$ cat src/rtl/signed_mul_pkg.sv
// signed_mul_pkg: shared widths, FSM states and Booth op encoding for the signed multiplier
package signed_mul_pkg;
  localparam int MUL_WIDTH = 32;
  localparam int CNT_W = $clog2(MUL_WIDTH);
  typedef enum logic [1:0] {S_IDLE, S_CALC, S_DONE} state_e;
  typedef enum logic [1:0] {BOOTH_NOP, BOOTH_ADD, BOOTH_SUB} booth_op_e;
  function automatic booth_op_e booth_op(input logic q0, input logic qm1);
    return ({q0, qm1} == 2'b01) ? BOOTH_ADD : ({q0, qm1} == 2'b10) ? BOOTH_SUB : BOOTH_NOP;
  endfunction
endpackage

$ cat src/rtl/signed_number_32_bit_seq_multiplier_if.sv
// signed_number_32_bit_seq_multiplier_if: start/busy/done handshake bus; overflow only with SIGNED_MUL_OVF_FLAG_EN
interface signed_number_32_bit_seq_multiplier_if
  import signed_mul_pkg::*;
#(
  parameter int WIDTH = MUL_WIDTH
);
  logic start;
  logic [WIDTH-1:0] multiplicand;
  logic [WIDTH-1:0] multiplier;
  logic busy;
  logic done;
  logic [2*WIDTH-1:0] product;
`ifdef SIGNED_MUL_OVF_FLAG_EN
  logic overflow;
  modport master (output start, multiplicand, multiplier, input busy, done, product, overflow);
  modport slave (input start, multiplicand, multiplier, output busy, done, product, overflow);
`else
  modport master (output start, multiplicand, multiplier, input busy, done, product);
  modport slave (input start, multiplicand, multiplier, output busy, done, product);
`endif
endinterface

$ cat src/rtl/booth_radix2_step.sv
// booth_radix2_step: one combinational radix-2 Booth iteration (add/sub then arithmetic shift right)
module booth_radix2_step
  import signed_mul_pkg::*;
#(
  parameter int WIDTH = MUL_WIDTH
) (
  input  logic [WIDTH:0]   acc,
  input  logic [WIDTH-1:0] q,
  input  logic             qm1,
  input  logic [WIDTH:0]   a,
  output logic [WIDTH:0]   acc_n,
  output logic [WIDTH-1:0] q_n,
  output logic             qm1_n
);
  booth_op_e op;
  logic [WIDTH:0] sum;
  assign op = booth_op(q[0], qm1);
  assign sum = (op == BOOTH_ADD) ? acc + a : (op == BOOTH_SUB) ? acc - a : acc;
  assign acc_n = {sum[WIDTH], sum[WIDTH:1]};
  assign q_n = {sum[0], q[WIDTH-1:1]};
  assign qm1_n = q[0];
endmodule

$ cat src/rtl/signed_number_32_bit_seq_multiplier.sv
// signed_number_32_bit_seq_multiplier: multi-cycle radix-2 Booth signed multiplier; SIGNED_MUL_OVF_FLAG_EN adds overflow flag
module signed_number_32_bit_seq_multiplier
  import signed_mul_pkg::*;
#(
  parameter int WIDTH = MUL_WIDTH
) (
  input logic clk,
  input logic rst,
  signed_number_32_bit_seq_multiplier_if.slave bus
);
  state_e state, state_n;
  logic [CNT_W-1:0] cnt;
  logic [WIDTH:0] a, acc, acc_n;
  logic [WIDTH-1:0] q, q_n;
  logic qm1, qm1_n, last;
  logic [2*WIDTH-1:0] product_n;
  assign last = cnt == CNT_W'(WIDTH - 1);
  assign product_n = {acc_n[WIDTH-1:0], q_n};
  assign bus.busy = state == S_CALC;
  assign bus.done = state == S_DONE;
  booth_radix2_step #(.WIDTH(WIDTH)) step (
    .acc(acc), .q(q), .qm1(qm1), .a(a),
    .acc_n(acc_n), .q_n(q_n), .qm1_n(qm1_n)
  );
  // State register
  always_ff @(posedge clk or posedge rst)
    if (rst) state <= S_IDLE;
    else state <= state_n;
  // Next state: start is only looked at in IDLE, DONE always falls back to IDLE
  always_comb begin
    state_n = state;
    state_n = (state == S_IDLE) ? (bus.start ? S_CALC : S_IDLE) :
              (state == S_CALC) ? (last ? S_DONE : S_CALC) : S_IDLE;
  end
  // Operand capture on accept, one Booth step per CALC cycle, result latched on the last step
  always_ff @(posedge clk or posedge rst)
    if (rst) begin
      a <= '0;
      acc <= '0;
      q <= '0;
      qm1 <= 1'b0;
      cnt <= '0;
      bus.product <= '0;
    end else if (state == S_IDLE && bus.start) begin
      a <= {bus.multiplicand[WIDTH-1], bus.multiplicand};
      acc <= '0;
      q <= bus.multiplier;
      qm1 <= 1'b0;
      cnt <= '0;
    end else if (state == S_CALC) begin
      acc <= acc_n;
      q <= q_n;
      qm1 <= qm1_n;
      cnt <= cnt + 1'b1;
      if (last) bus.product <= product_n;
    end
`ifdef SIGNED_MUL_OVF_FLAG_EN
  // Overflow: upper half plus the sign bit of the low word must all agree to fit in WIDTH bits
  always_ff @(posedge clk or posedge rst)
    if (rst) bus.overflow <= 1'b0;
    else if (state == S_CALC && last)
      bus.overflow <= !((&product_n[2*WIDTH-1:WIDTH-1]) || !(|product_n[2*WIDTH-1:WIDTH-1]));
`endif
endmodule

$ cat src/flat_wrapper.sv
// flat-port wrapper written by rule: the top's interface ports become plain ports
module signed_number_32_bit_seq_multiplier_flat import signed_mul_pkg::*;
#(
  parameter int WIDTH = MUL_WIDTH
)
  (clk, rst, bus_start, bus_multiplicand, bus_multiplier, bus_busy, bus_done, bus_product);
  signed_number_32_bit_seq_multiplier_if #(.WIDTH(WIDTH)) bus_i ();
  input logic clk;
  input logic rst;
  input wire logic [$bits(bus_i.start)-1:0] bus_start;
  input wire logic [$bits(bus_i.multiplicand)-1:0] bus_multiplicand;
  input wire logic [$bits(bus_i.multiplier)-1:0] bus_multiplier;
  output wire logic [$bits(bus_i.busy)-1:0] bus_busy;
  output wire logic [$bits(bus_i.done)-1:0] bus_done;
  output wire logic [$bits(bus_i.product)-1:0] bus_product;
  assign bus_i.start = bus_start;
  assign bus_i.multiplicand = bus_multiplicand;
  assign bus_i.multiplier = bus_multiplier;
  assign bus_busy = bus_i.busy;
  assign bus_done = bus_i.done;
  assign bus_product = bus_i.product;
  signed_number_32_bit_seq_multiplier #(.WIDTH(WIDTH)) u_core (.clk(clk), .rst(rst), .bus(bus_i));
endmodule
$ cat config.mk
export PLATFORM = sky130hd
export DESIGN_NAME = signed_number_32_bit_seq_multiplier_flat
export DESIGN_NICKNAME = d
export VERILOG_FILES = /design/src/rtl/signed_mul_pkg.sv /design/src/rtl/signed_number_32_bit_seq_multiplier_if.sv /design/src/rtl/booth_radix2_step.sv /design/src/rtl/signed_number_32_bit_seq_multiplier.sv /design/src/flat_wrapper.sv
export SDC_FILE = /design/constraint.sdc
export NUM_CORES = 1
export LEC_CHECK = 0
export ABC_AREA = 1
export BUFFER_PORTS_ARGS = -buffer_cell sky130_fd_sc_hd__clkbuf_2
export CAP_MARGIN = 0
export CORE_MARGIN = 2
export CORE_UTILIZATION = 60
export CTS_CLUSTER_SIZE = 25
export DETAILED_ROUTE_END_ITERATION = 7
export PLACE_DENSITY_LB_ADDON = 0.2
export SLEW_MARGIN = 20
export SYNTH_ARGS = -nofsm -noshare
export SYNTH_HDL_FRONTEND = slang
export SYNTH_HIERARCHICAL = 1
export SYNTH_SLANG_ARGS = --single-unit
$ cat constraint.sdc
create_clock -name clk -period 10.6 [get_ports clk]
set_input_delay 2.12 -clock clk [delete_from_list [all_inputs] [get_ports clk]]
set_output_delay 2.12 -clock clk [all_outputs]
set_load 0.05 [all_outputs]
# ---- Word-level counts from Yosys, hierarchy flattened
# Index checks and enable logic that the tools add are counted.
# Widths: inputs -> output; s select.
dict set report totals {
  word_cells 38
  output_inout_bits 66
  register_bits 169
  input_bits 67
}
dict set report classes {
  muxes 16
  reduce_logical 4
  n_addsub 3
  bitwise_logic 1
  eq_ne 7
}
# cell count
set op_table {}
lappend op_table {{$mux 33} 4}
lappend op_table {{$mux 32} 2}
lappend op_table {{$add 33x33->33} 1}
lappend op_table {{$sub 33x33->33} 1}
lappend op_table {{$mux 2} 5}
lappend op_table {{$mux 5} 2}
lappend op_table {{$eq 2x1->1 const B} 3}
lappend op_table {{$eq 2x2->1 const B} 3}
lappend op_table {{$add 5x1->5 const B} 1}
lappend op_table {{$eq 5x5->1 const B} 1}
lappend op_table {{$mux 1} 3}
lappend op_table {{$reduce_and 3->1} 1}
lappend op_table {{$logic_not 2->1} 1}
lappend op_table {{$reduce_bool 2->1} 1}
lappend op_table {{$logic_and 1x1->1} 1}
lappend op_table {{$not 1->1} 1}

# ---- Depth between registers and ports, before layout
dict set report depth {
  word_depth 8
  ltp_mapped 20
}

# ---- By module
# Netlist, hierarchy kept.
# mod n_inst seq_area_each_um2 area_per_inst_um2 cells_per_inst
set modules_own_cells {}
lappend modules_own_cells {signed_number_32_bit_seq_multiplier 1 4229.1 6706.4 762}
lappend modules_own_cells {booth_radix2_step 1 0.0 5920.7 1239}

# ---- Worst setup path before layout
# No wires, ideal clock.
dict set report synth_path {
  path_type {register to output}
  from {reg u_core.state[0]}
  to {out bus_done}
  path_stages_with_launch 2
  arrival_ns 1.073
  path_slack_ns 7.407
  path_buffers 0
  cell_sequence {dfrtp_1 nor2_1}
}
dict set report synth_between {
  elab_chain_len 1
}
# item line_no
set synth_rtl {}
lappend synth_rtl {{start, declared} signed_number_32_bit_seq_multiplier.sv:11} ;# state_e state, state_n;
lappend synth_rtl {{start signal, assigned} signed_number_32_bit_seq_multiplier.sv:28} ;# else state <= state_n;
lappend synth_rtl {{$eq 2x2->1} signed_number_32_bit_seq_multiplier.sv:20} ;# assign bus.done = state == S_DONE;
lappend synth_rtl {{end, declared} flat_wrapper.sv:14} ;# output wire logic [$bits(bus_i.done)-1:0] bus_done;
# No other way between the ends.

# ---- Worst setup path after layout
dict set report layout_path {
  from {reg u_core.state[1]}
  to {out bus_busy}
}
dict set report layout_between {
  elab_chain_len 1
}
# item line_no
set layout_rtl {}
lappend layout_rtl {{$eq 2x1->1} signed_number_32_bit_seq_multiplier.sv:19} ;# assign bus.busy = state == S_CALC;
lappend layout_rtl {{end, declared} flat_wrapper.sv:13} ;# output wire logic [$bits(bus_i.busy)-1:0] bus_busy;
# No other way between the ends.

==> summary.md <==
| Metric | Value |
|---|---|
| Run status | `complete, no violations` |
| Routed Antenna Nets | `0` |
| Proportion of netlist area held by the largest area contributor | `0.3349` |
| Layout cell share with drive strength beyond 1 | `0.09937` |
| Seq/Total Area, Yosys | `0.3349` |
| Setup TNS | `0 ps` |
| Latest clock arrival within the worst-skew pair | `between 400 and 500 ps` |
| Initial Util | `0.6064` |
| Core Rows | `53` |
| NumNets Final | `2,185` |
| Vias in the first global route | `11,940` |
| Top cell type by total area after synthesis | `dfrtp_1` |
| Reg2reg start | `u_core/state[1]` |
| Crit end category | `output pin` |
| Final routed DRC violation total | `0` |
| First-pass GRT wire length | `61,510 um` |
| Worst setup SP type | `flop` |
| Post-CTS resize count | `0` |
| Tot GR Track Use | `0.3551` |
| Cell area after synthesis | `about 13,000 um^2` |
| Worst Slack Setup Final | `roughly 6600 ps` |
| Final Skew | `about 18 ps` |
| Worst reg-to-reg setup slack | `approximately 6700 ps` |
| X dimension of the die | `between 100 and 150 um` |
| Drt total wl | `38,720 um` |
| Slowest stage cell, crit path | `nand2_4` |
| Period utilisation layout | `0.3802` |
| Pre-CTS setup slack | `6564 ps` |
| CTS sink count | `169` |
| RD Place Congestion | `a little under 1` |
| Seq cells post-synth | `between 150 and 200` |
| Area Growth Syn to Fin | `7.828%` |
| Setup CP Type | `flop to output pin` |
| Total clock buffers created by CTS | `17` |
| Worst Max-Slew Pin Slew | `1003 ps` |
| Reg2reg end | `u_core/bus.product[38]` |
| Setup repair bufs after CTS | `0` |
| Crit path max fanout | `80` |
| Root Driver | `clkbuf_16` |
| CTS tree | `yes` |
| Die H | `around 150 um` |
| Fin. Hold Viols | `0` |
| Die ar. | `~22,000 um^2` |
| Unrepaired setup endpoints after global routing | `no` |
| CP dominant cell by count | `inv_2` |
| Antenna cells | `0` |
| Worst slew margin | `0.3312` |
| Critical path arrival | `1910 ps` |
| Max-slew violation count | `0` |
| DR WL/cell | `around 17 um` |
| CTS Buffer Depth | `2` |
| R2r worst-path depth | `9` |
| Detailed-route vias per instance | `5.422` |
| Synth top area cells | `dfrtp_1 (33%), nand2_1 (25%), inv_1 (8.4%), nand3_1 (8.0%), ha_1 (6.5%)` |
| Final min period | `around 4000 ps` |
| Worst Setup SP | `u_core/state[1]` |
| Port Buffers | `around 130` |
| Antenna violations before repair | `0` |
| Worst path cell trace | `inv_2 > nand2_4 > inv_2 > clkbuf_2` |
| # IOs | `approximately 130` |
| Setup crit end | `bus_busy` |
| Max Cap Violations | `0` |
| Gr ovfl total | `0` |
| Mapped Cells | `about 2,000` |
| YS warnings | `6` |
| Dpl hpwl | `between 20,000 and 30,000 um` |
| Hold_buf cts | `0` |
| Hold Crit Class | `flop to flop` |
| First DRT Iteration DRCs | `about 1,300` |
| Core outline area | `between 20,000 and 25,000 um^2` |
| H-tree Lvls | `4` |
| Vias | `around 13,000` |
| Fmax | `about 250 MHz` |
| Post-Syn Nets | `around 2,100` |
| CP max stage delay | `about 490 ps` |
| Worst EP required | `8480 ps` |
| Syn_area_per_cell | `6.310 um^2` |
| Setup Viol. Count Final | `0` |
| Fill cells | `1,997` |
| Clock-pin slew of the registers on the worst-case setup and hold paths | `70 ps` |
| Largest net degree at the start of global routing | `roughly 110` |
| 1st-pass router iterations | `7` |
| Synth cell types | `40` |
==> state kept, by name, summed over array words and instances (netlist names) <==
signal              count
u_core/q               32
u_core/bus.product     64
u_core/acc             33
u_core/state            2
u_core/cnt              5
u_core/qm1              1
u_core/a               32
==> stage by stage <==
stage,hold slack (ps),cells,util,instance area [um^2]
2_1_floorplan,470.4,2001,-,12630
3_3_place_gp,461.4,2306,0.6259,13030
3_5_place_dp,463.8,2306,0.6259,13030
4_1_cts,483.2,2338,0.6539,13620
5_1_grt,497.7,2338,0.6539,13620
6_report,481.4,2338,0.6539,13620
==> logic make-up (layout without fill, tap and decap cells) <==
| family | Yosys count | count (layout) | share of synthesized area |
|---|---|---|---|
| buf+inv | 398 | 460 | 0.1387 |
| xor+xnor | 10 | 10 | 0.006937 |
| compound gates | 132 | 132 | 0.05589 |
| simple gates | 1224 | 1224 | 0.3950 |
| fa+ha+maj | 68 | 68 | 0.06857 |
| flops | 169 | 169 | 0.3349 |
==> layout make-up <==
cell class | count | area (um^2) | area share
clock buffer | 18 | 429.2 | 0.03152
multi-input combinational | 1434 | 6656 | 0.4889
clock inverter | 14 | 153.9 | 0.01130
timing repair buffer | 139 | 713.2 | 0.05238
tap | 275 | 344.1 | 0.02527
sequential | 169 | 4229 | 0.3106
inverter | 289 | 1090 | 0.08004
==> synth_stat cells <==
library cell    n
a21oi_1        59
a21oi_2         2
a22oi_1         1
and2_1          3
and3_1          2
buf_1           3
buf_2          32
buf_4          46
buf_6           5
clkbuf_1       17
clkbuf_2        6
clkinv_1        1
dfrtp_1       169
fa_1            2
ha_1           66
inv_1         282
inv_2           6
nand2_1       851
nand2_2         9
nand2_4         2
nand3_1       201
nand3_2         2
nand3b_1        2
nand3b_2        1
nand4_1         8
nor2_1        122
nor2_2          7
nor3_1         10
nor3_2          1
nor4_1          2
o211ai_1        4
o21ai_0        55
o21ai_1         2
o21ai_2         1
o21bai_1        6
o311ai_0        1
o31ai_1         1
or2_2           1
xnor2_1         2
xor2_1          8
==> worst min-delay path by stage <==
stage                           startpoint  cells past startpoint                     end
floorplan                    u_core/cnt[0]                      1           u_core/cnt[0]
global placement     u_core/bus.product[4]                      2   u_core/bus.product[4]
detailed placement  u_core/bus.product[13]                      2  u_core/bus.product[13]
CTS                 u_core/bus.product[46]                      2  u_core/bus.product[46]
global route        u_core/bus.product[49]                      2  u_core/bus.product[49]
finish              u_core/bus.product[46]                      2  u_core/bus.product[46]
==> cell usage in the layout (no fill, tap or decap), types with 3 or more instances in the layout <==
master	count
nor3_1	10
clkbuf_16	17
o211ai_1	4
and2_1	3
a21oi_1	59
nor2_1	121
clkbuf_2	132
nand4_1	8
clkinv_4	4
dfrtp_1	169
clkinv_8	3
nand2_1	850
inv_1	281
xor2_1	8
o21ai_0	55
o21bai_1	6
nand3_1	201
inv_8	4
nor2_2	7
ha_1	66
buf_4	7
nand2_2	10
inv_6	3
inv_2	6
==> layer usage <==
| layer | global-route usage | vias to the layer above | wire [um] |
|---|---|---|---|
| met5 | 0 | - | 0 |
| met3 | 0.07462 | 55 | 4063 |
| met4 | 0.1005 | 0 | 847 |
| met1 | 0.5090 | 5894 | 16870 |
| met2 | 0.5463 | 562 | 16940 |
| li1 | - | 6165 | - |
==> critical path, delay by kind of cell, from the launching register on <==
| family | cells | cell delay, ps |
|---|---|---|
| buffers and inverters | 3 | 580 |
| flip-flops | 1 | 390 |
| AND/OR/NAND/NOR | 1 | 490 |
Power is left out: the tool's default activity adds up to more than one toggle a clock period on the data nets, which glitch-free logic cannot reach.
